==> src/rtl/rv32imf_prefetch_buffer.sv <==
// rv32imf_prefetch_buffer
//   Instruction prefetch stage feeding the IF-stage aligner. Issues word-aligned
//   OBI requests, queues returned words in a small FIFO and offers one word per
//   handshake. A branch flushes the FIFO, discards in-flight responses and
//   redirects fetching.
//
// Ports
//   clk, rst_n        clock, asynchronous active-low reset
//   req_i             fetch enable (gates new requests only)
//   branch_i          redirect strobe, branch_addr_i target (bits [1:0] ignored)
//   fetch_ready_i     aligner accepts the offered word
//   fetch_valid_o     word available, fetch_rdata_o the word
//   instr_req_o/gnt_i/addr_o          OBI address phase
//   instr_rvalid_i/rdata_i            OBI response phase
//   busy_o            transaction outstanding or request pending
module rv32imf_prefetch_buffer #(
  parameter int FIFO_DEPTH      = 2,
  parameter int MAX_OUTSTANDING = 2
) (
  input  logic        clk,
  input  logic        rst_n,
  input  logic        req_i,
  input  logic        branch_i,
  input  logic [31:0] branch_addr_i,
  input  logic        fetch_ready_i,
  output logic        fetch_valid_o,
  output logic [31:0] fetch_rdata_o,
  output logic        instr_req_o,
  input  logic        instr_gnt_i,
  output logic [31:0] instr_addr_o,
  input  logic        instr_rvalid_i,
  input  logic [31:0] instr_rdata_i,
  output logic        busy_o
);

  localparam int PW = $clog2(FIFO_DEPTH);
  localparam int CW = $clog2(FIFO_DEPTH + 1);
  localparam int OW = $clog2(MAX_OUTSTANDING + 1);
  localparam int SW = 5;

  logic [31:0]   fifo_mem [FIFO_DEPTH];
  logic [PW-1:0] rd_ptr_q, wr_ptr_q;
  logic [CW-1:0] fifo_cnt_q;
  logic [OW-1:0] outst_q, discard_q, outst_nxt;
  logic [31:0]   next_addr_q, redir_addr_q, branch_tgt;
  logic          pend_q, redir_q;

  logic          fifo_empty, req_gnt, rsp_keep, accept, push, pop;
  logic [SW-1:0] credit_used;
  logic          unused_addr_bits;

  assign unused_addr_bits = ^branch_addr_i[1:0];
  assign branch_tgt       = {branch_addr_i[31:2], 2'b00};

  assign fifo_empty  = (fifo_cnt_q == '0);
  // FIFO slots already promised: stored words plus live (non-discarded) responses
  assign credit_used = SW'(fifo_cnt_q) + SW'(outst_q) - SW'(discard_q);

  // pend_q keeps an ungranted request asserted regardless of req_i or credits
  assign instr_req_o  = pend_q |
                        (req_i & (outst_q < OW'(MAX_OUTSTANDING)) &
                         (credit_used < SW'(FIFO_DEPTH)));
  assign instr_addr_o = next_addr_q;
  assign req_gnt      = instr_req_o & instr_gnt_i;
  assign outst_nxt    = outst_q + OW'(req_gnt) - OW'(instr_rvalid_i);
  assign busy_o       = (outst_q != '0) | instr_req_o;

  assign rsp_keep      = instr_rvalid_i & (discard_q == '0) & ~branch_i;
  assign fetch_valid_o = fifo_empty ? rsp_keep : ~branch_i;
  assign fetch_rdata_o = fifo_empty ? instr_rdata_i : fifo_mem[rd_ptr_q];
  assign accept        = fetch_valid_o & fetch_ready_i;
  // a bypassed word that is taken right away never enters the FIFO
  assign push          = rsp_keep & ~(fifo_empty & accept);
  assign pop           = ~fifo_empty & accept;

  always_ff @(posedge clk or negedge rst_n) begin
    if (!rst_n) begin
      outst_q      <= '0;
      discard_q    <= '0;
      pend_q       <= 1'b0;
      redir_q      <= 1'b0;
      redir_addr_q <= '0;
      next_addr_q  <= '0;
    end else begin
      outst_q <= outst_nxt;
      pend_q  <= instr_req_o & ~instr_gnt_i;

      if (branch_i) begin
        // a still-pending request completes at its old address; the one
        // extra discard for it is added when it is granted
        discard_q <= outst_nxt;
      end else begin
        discard_q <= discard_q - OW'(instr_rvalid_i & (discard_q != '0))
                               + OW'(redir_q & req_gnt);
      end

      if (branch_i) begin
        if (instr_req_o & ~instr_gnt_i) begin
          redir_q      <= 1'b1;
          redir_addr_q <= branch_tgt;
        end else begin
          redir_q     <= 1'b0;
          next_addr_q <= branch_tgt;
        end
      end else if (req_gnt) begin
        if (redir_q) begin
          redir_q     <= 1'b0;
          next_addr_q <= redir_addr_q;
        end else begin
          next_addr_q <= next_addr_q + 32'd4;
        end
      end
    end
  end

  always_ff @(posedge clk or negedge rst_n) begin
    if (!rst_n) begin
      rd_ptr_q   <= '0;
      wr_ptr_q   <= '0;
      fifo_cnt_q <= '0;
    end else if (branch_i) begin
      rd_ptr_q   <= '0;
      wr_ptr_q   <= '0;
      fifo_cnt_q <= '0;
    end else begin
      if (push) wr_ptr_q <= wr_ptr_q + PW'(1);
      if (pop)  rd_ptr_q <= rd_ptr_q + PW'(1);
      fifo_cnt_q <= fifo_cnt_q + CW'(push) - CW'(pop);
    end
  end

  // storage needs no reset: fifo_cnt_q qualifies every read
  always_ff @(posedge clk) begin
    if (push) fifo_mem[wr_ptr_q] <= instr_rdata_i;
  end

endmodule

==> config.mk <==
export PLATFORM = sky130hd
export DESIGN_NAME = rv32imf_prefetch_buffer
export DESIGN_NICKNAME = d
export VERILOG_FILES = /design/src/rtl/rv32imf_prefetch_buffer.sv
export SDC_FILE = /design/constraint.sdc
export NUM_CORES = 1
export LEC_CHECK = 0
export BUFFER_PORTS_ARGS = -buffer_cell sky130_fd_sc_hd__buf_4
export CAP_MARGIN = 20
export CORE_ASPECT_RATIO = 0.8
export CORE_MARGIN = 5
export CORE_UTILIZATION = 30
export CTS_BUF_LIST = sky130_fd_sc_hd__clkbuf_4
export CTS_CLUSTER_DIAMETER = 80
export DETAILED_ROUTE_END_ITERATION = 16
export MAX_ROUTING_LAYER = met4
export SLEW_MARGIN = 40
export SYNTH_ARGS = -nofsm -noshare
export SYNTH_HDL_FRONTEND = slang
export SYNTH_SLANG_ARGS = --single-unit
==> constraint.sdc <==
create_clock -name clk -period 4.3 [get_ports clk]
set_clock_uncertainty 0.15 [all_clocks]
set_input_delay 1.075 -clock clk [delete_from_list [all_inputs] [get_ports clk]]
set_output_delay 1.075 -clock clk [all_outputs]
set_load 0.1 [all_outputs]
# After elaboration in Yosys (flattened, before gate mapping)
# Memories as Yosys holds them, arrays and structs flattened.
# Cells that the tools add are included.
word_totals:
  out_inout_bits: 67
  input_bits: 71
  ramBits: 64
  memories: 1
  regBits: 72
classes:
  n_reduce_logical: 9
  magnitude_cmp: 2
  add_sub_neg: 11
  bitwise: 18
  n_eq_ne: 1
  muxes: 17
mem_list:
  columns: ["name", "words", "word_bits", "rd", "rd_ports_with_merged_regs", "write_ports", "line_no", "text"]
  rows:
  - ["fifo_mem", 2, 32, 1, 0, 1, "41", "logic [31:0] fifo_mem [FIFO_DEPTH];"]
ops:
  columns: ["op", "n"]
  rows:
  - ["$mux 32", 5]
  - ["$add 32x3->32 const B", 1]
  - ["$and 1x1->1", 12]
  - ["$mux 1", 10]
  - ["$reduce_bool 2->1", 5]
  - ["$add 2x1->2", 3]
  - ["$sub 2x1->2", 3]
  - ["$lt 5x2->1 const B", 1]
  - ["$logic_not 2->1", 2]
  - ["$mux 2", 2]
  - ["$not 1->1", 4]
  - ["$reduce_and 2->1", 2]
  - ["$sub 3x2->4", 1]
  - ["$add 2x2->3", 1]
  - ["$add 1x1->1 const B", 2]
  - ["$lt 2x2->1 const B", 1]
  - ["$ne 2x2->1 const B", 1]
  - ["$or 1x1->1", 2]

# Longest topological paths before layout
depth:
  depth_word: 11
  ltp_mapped: 16
  depth_no_buf: 15

# Worst setup path before layout
# Ideal clock, no wire load.
synth_path:
  path_type: "reg2out"
  from: "reg fifo_cnt_q[1]"
  to: "out busy_o"
  setup_slack_ps: -496
  n_path_buf: 1
  path_stages_with_launch: 9
  arrival_ps: 3571
  required_time_ps: 3075
  path_cell_list: "dfrtp_1 fa_1 fa_1 nor3b_2 o2111ai_1 and2_1 clkbuf_1 inv_1 or3_1"
synth_via:
  elab_chain_cells: 6
synth_rtl:
  columns: ["element", "line_no", "text"]
  rows:
  - ["start: declaration", "43", "logic [CW-1:0] fifo_cnt_q;"]
  - ["start signal: assignment", "128", "fifo_cnt_q <= fifo_cnt_q + CW'(push) - CW'(pop);"]
  - ["$add 2x2->3", "57", "assign credit_used = SW'(fifo_cnt_q) + SW'(outst_q) - SW'(discard_q);"]
  - ["$sub 3x2->4", "57", null]
  - ["$lt 5x2->1", "62", "(credit_used < SW'(FIFO_DEPTH)));"]
  - ["$and 1x1->1", "61", "(req_i & (outst_q < OW'(MAX_OUTSTANDING)) &"]
  - ["$or 1x1->1", "60", "assign instr_req_o = pend_q |"]
  - ["named net instr_req_o", "28", "output logic instr_req_o,"]
  - ["$or 1x1->1", "66", "assign busy_o = (outst_q != '0) | instr_req_o;"]
  - ["end: declaration", "33", "output logic busy_o"]
# The timed path passes the listed nets, and every way through them passes these cells.

# Worst setup path in the final report
layout_path:
  from: "reg discard_q[1]"
  to: "out busy_o"
layout_via:
  elab_chain_cells: 5
layout_rtl:
  columns: ["element", "line_no", "text"]
  rows:
  - ["start: declaration", "44", "logic [OW-1:0] outst_q, discard_q, outst_nxt;"]
  - ["start signal: assignment", "91", "discard_q <= outst_nxt;"]
  - ["start signal: assignment", "93", "discard_q <= discard_q - OW'(instr_rvalid_i & (discard_q != '0))"]
  - ["$sub 3x2->4", "57", null]
  - ["$lt 5x2->1", "62", null]
  - ["$and 1x1->1", "61", null]
  - ["$or 1x1->1", "60", null]
  - ["$or 1x1->1", "66", null]
# No other way between the ends.

==> flow_metrics.py <==
metrics = {
    "run_status": {
        "status": "completed",
    },
    "worst_setup_path": {
        "max_stage_delay_ps": 570,
        "critPathArrivalTime_ps": 3050,
        "crit_type": "reg -> out",
        "start_kind": "register",
        "end_kind": "output port",
        "cp.required_ps": 3070,
        "path_max_fanout": 4,
        "critPathSlowestCell": "fa_1",
        "crit_chain": "inv_2, fa_2, fa_1, nor3b_4, a31oi_2, and2_4, inv_4, or3_4, buf_12",
    },
    "route": {
        "routed_wl_mm": 18.86,
        "wl_per_cell_um": 17.64,
        "ant_nets": 0,
        "vias_per_cell": 4.985,
        "first_iter_violations": 343,
        "drc": 0,
        "dr.pass1.iters": 7,
        "dr_total_vias": 5329,
    },
    "global_route": {
        "grt_use_total_pct": 15.02,
        "grt_overflow": 0,
        "grt_pass1_wl_mm": 30.04,
        "antenna_found_initial": 1,
        "grt_max_degree": 71,
        "grt_pass1_vias": 5261,
    },
    "logic_synthesis": {
        "syn_area_mm2": 0.006847,
        "synth_edf_count": 64,
        "ys_ff_latch": 134,
        "ys_types": 60,
        "yosys_warnings": 0,
        "yosysMostFrequentCell": "nand2_1",
        "ys_seq_area_share_pct": 53.65,
        "yosys-top-cells-count": "nand2_1, dfrtp_1, edfxtp_1, o21ai_0, mux2_2",
        "yosysTopAreaCell": "edfxtp_1",
        "async_flop_share_pct": 52.24,
        "synth_area_leaders": "edfxtp_1, dfrtp_1, mux2_2",
        "synth_top_area_share_pct": 28.07,
        "ys.flop_type": "dfrtp_1",
        "syn_inst": 622,
        "syn-mean-instance-area_um2": 11.01,
    },
    "pwr": {
        "pwr_density_cell_mw_per_mm2": 778.6,
        "power.switching_mw": 3.513,
        "internal-power_mw": 3.148,
        "worst_ir_drop_vdd_mv": 0.3947,
        "clkPwrFrac_pct": 13.5,
        "power_frac_seq_pct": 30.7,
        "finalPower_mw": 6.660,
        "swShare_pct": 52.74,
        "p_comb_share_pct": 55.7,
        "p_leak_nw": 3.391,
    },
    "clocking": {
        "root_buffer": "clkbuf_4",
        "cts_tree": "yes",
        "htreeDepth": 4,
        "clkTransAtPathRegs_ps": 120,
        "clk_latency_ps": 540,
        "clockBufferDepth": 2,
        "clock_sink_count": 134,
        "postCtsHoldBufs": 0,
        "numCtsBuffers": 17,
    },
    "layout": {
        "finalNetCount": 831,
        "nFillCells": 2228,
        "multi_input_area_mm2": 0.002942,
        "fin_area_mm2": 0.008554,
        "drive_above_1_share_pct": 32.28,
        "area_delta_synth_final_pct": 24.95,
        "seqCellArea_mm2": 0.003677,
    },
    "sta": {
        "tightestPinTransition_ps": 748.5,
        "finalSetupViolCount": 0,
        "fin_crit_ps": 4276,
        "finalHoldViolations": 0,
        "fmax_mhz": 233.9,
        "finalCritPeriodShare_pct": 99.45,
        "maxSlewHeadroom_pct": 49.64,
        "slew_violations": 0,
        "rsz0062_at_grt": "true",
    },
    "die": {
        "dieArea_mm2": 0.02596,
        "num_io_pins": 138,
        "core_area_mm2": 0.02250,
        "die_x_um": 178.9,
        "initial_core_util_pct": 30.43,
        "die_height_um": 145.1,
        "num_rows": 49,
    },
    "placed_design": {
        "numPortBuffers": 133,
        "hpwl_mm": 12.85,
        "place_area_mm2": 0.008173,
        "gp_congestion": 0.8142,
    },
    "run": {
        "cap_violations": 0,
    },
    "hold_path": {
        "hold_class": "in -> async",
    },
}
## worst max-delay path: cells and delay by family (launching register included)
kind            cells  cell delay, ps
compound gates      1             200
fa+ha+maj           2            1020
buf+inv             3             290
flops               1             410
simple gates        3             580
## worst paths after layout
check | slack [ps] | endpoint | cells after the start | from
worst max-delay path | 20 | busy_o | 9 | discard_q[1]
worst min-delay path | 340 | redir_addr_q[2] | 1 | rst_n
worst max register to register | 600 | discard_q[1] | 15 | fifo_cnt_q[1]
worst min register to register | 370 | redir_addr_q[15] | 1 | redir_addr_q[15]
max in group asynchronous | 3100 | outst_q[1] | 1 | rst_n
min in group clk | 370 | redir_addr_q[15] | 1 | redir_addr_q[15]
## cell families (layout without fill, tap and decap cells)
| kind of cell | Yosys count | count (layout) | share of synthesized area, % |
|---|---|---|---|
| AOI/OAI and AO/OA | 138 | 138 | 12.96 |
| xor gates and xnor gates | 17 | 17 | 2.175 |
| adders and majority gates | 11 | 11 | 2.230 |
| buffers and inverters | 68 | 207 | 4.221 |
| DFF | 134 | 134 | 53.65 |
| muxes | 71 | 71 | 11.13 |
| other | 1 | 3 | 0.05477 |
| and+or+nand+nor | 182 | 182 | 13.58 |
## flip-flops by register name, indices dropped and copies added (netlist names), 2 cells and up
name          cells
fifo_mem         64
instr_addr_o     30
redir_addr_q     30
discard_q         2
fifo_cnt_q        2
outst_q           2
## area by class of cell
cell class / instances / share of cell area (%)
multi-input combinational: 421 / 34.39
inverter: 22 / 0.9946
timing repair buffer: 153 / 13.62
clock inverter: 13 / 1.843
tap: 306 / 4.476
sequential: 134 / 42.99
antenna: 1 / 0.02925
clock buffer: 19 / 1.667
## repair_timing
action                                  in CTS  in global routing
pin swaps                                    6                  1
setup buffers                                4                  1
endpoints found under the setup margin       2                  2
gates resized for setup                     11                  2
hold endpoints to repair                     0                  0
## stage by stage
step	setup slack [ps]	util, %	hold slack, ps	TNS (ps)	instances
2_1_floorplan	-155.3	-	321.6	-155.3	623
3_3_place_gp	316.9	36.31	330.3	0	1031
3_5_place_dp	247.6	36.32	341.4	0	1031
4_1_cts	-21.81	37.94	367.6	-21.81	1067
5_1_grt	-145.3	38.02	387.9	-258.0	1069
6_report	23.86	38.02	335.8	0	1069
## cell usage in the layout, fill, tap and decap left out, drive strengths merged, types with 6 or more instances in the layout
cell type    n
o31ai        8
and4         6
nor4         7
mux2        38
nor3        19
inv         22
a31oi        9
clkinv       7
a21oi       15
clkbuf      19
o21ai       56
xnor2       13
buf        153
mux2i       33
edfxtp      64
nand2b      11
o21a         9
nand3       12
nor2        15
nand4        9
nor3b        6
or3          7
o22ai        7
dfrtp       70
ha           9
o211ai       6
nand2       74
a32o         6
## power groups by stage
| stage | Clock (mW) | Combinational, mW | Sequential (mW) |
|---|---|---|---|
| after floorplan | 0 | 1.85 | 2.98 |
| after global placement | 0 | 3.59 | 2.07 |
| after detailed placement | 0 | 3.62 | 2.08 |
| after CTS | 0.932 | 3.70 | 2.05 |
| after global routing | 0.990 | 3.93 | 2.11 |
| final | 0.902 | 3.71 | 2.05 |
## per-layer routing
metal,routed length (µm),global-route usage (%),vias to the layer above
li1,-,-,2539
met1,8650,20.74,2612
met2,8746,22.01,162
met3,1234,4.239,16
met4,227,3.414,0
met5,0,-,-
No activity file was read; power rests on OpenSTA's default activity.
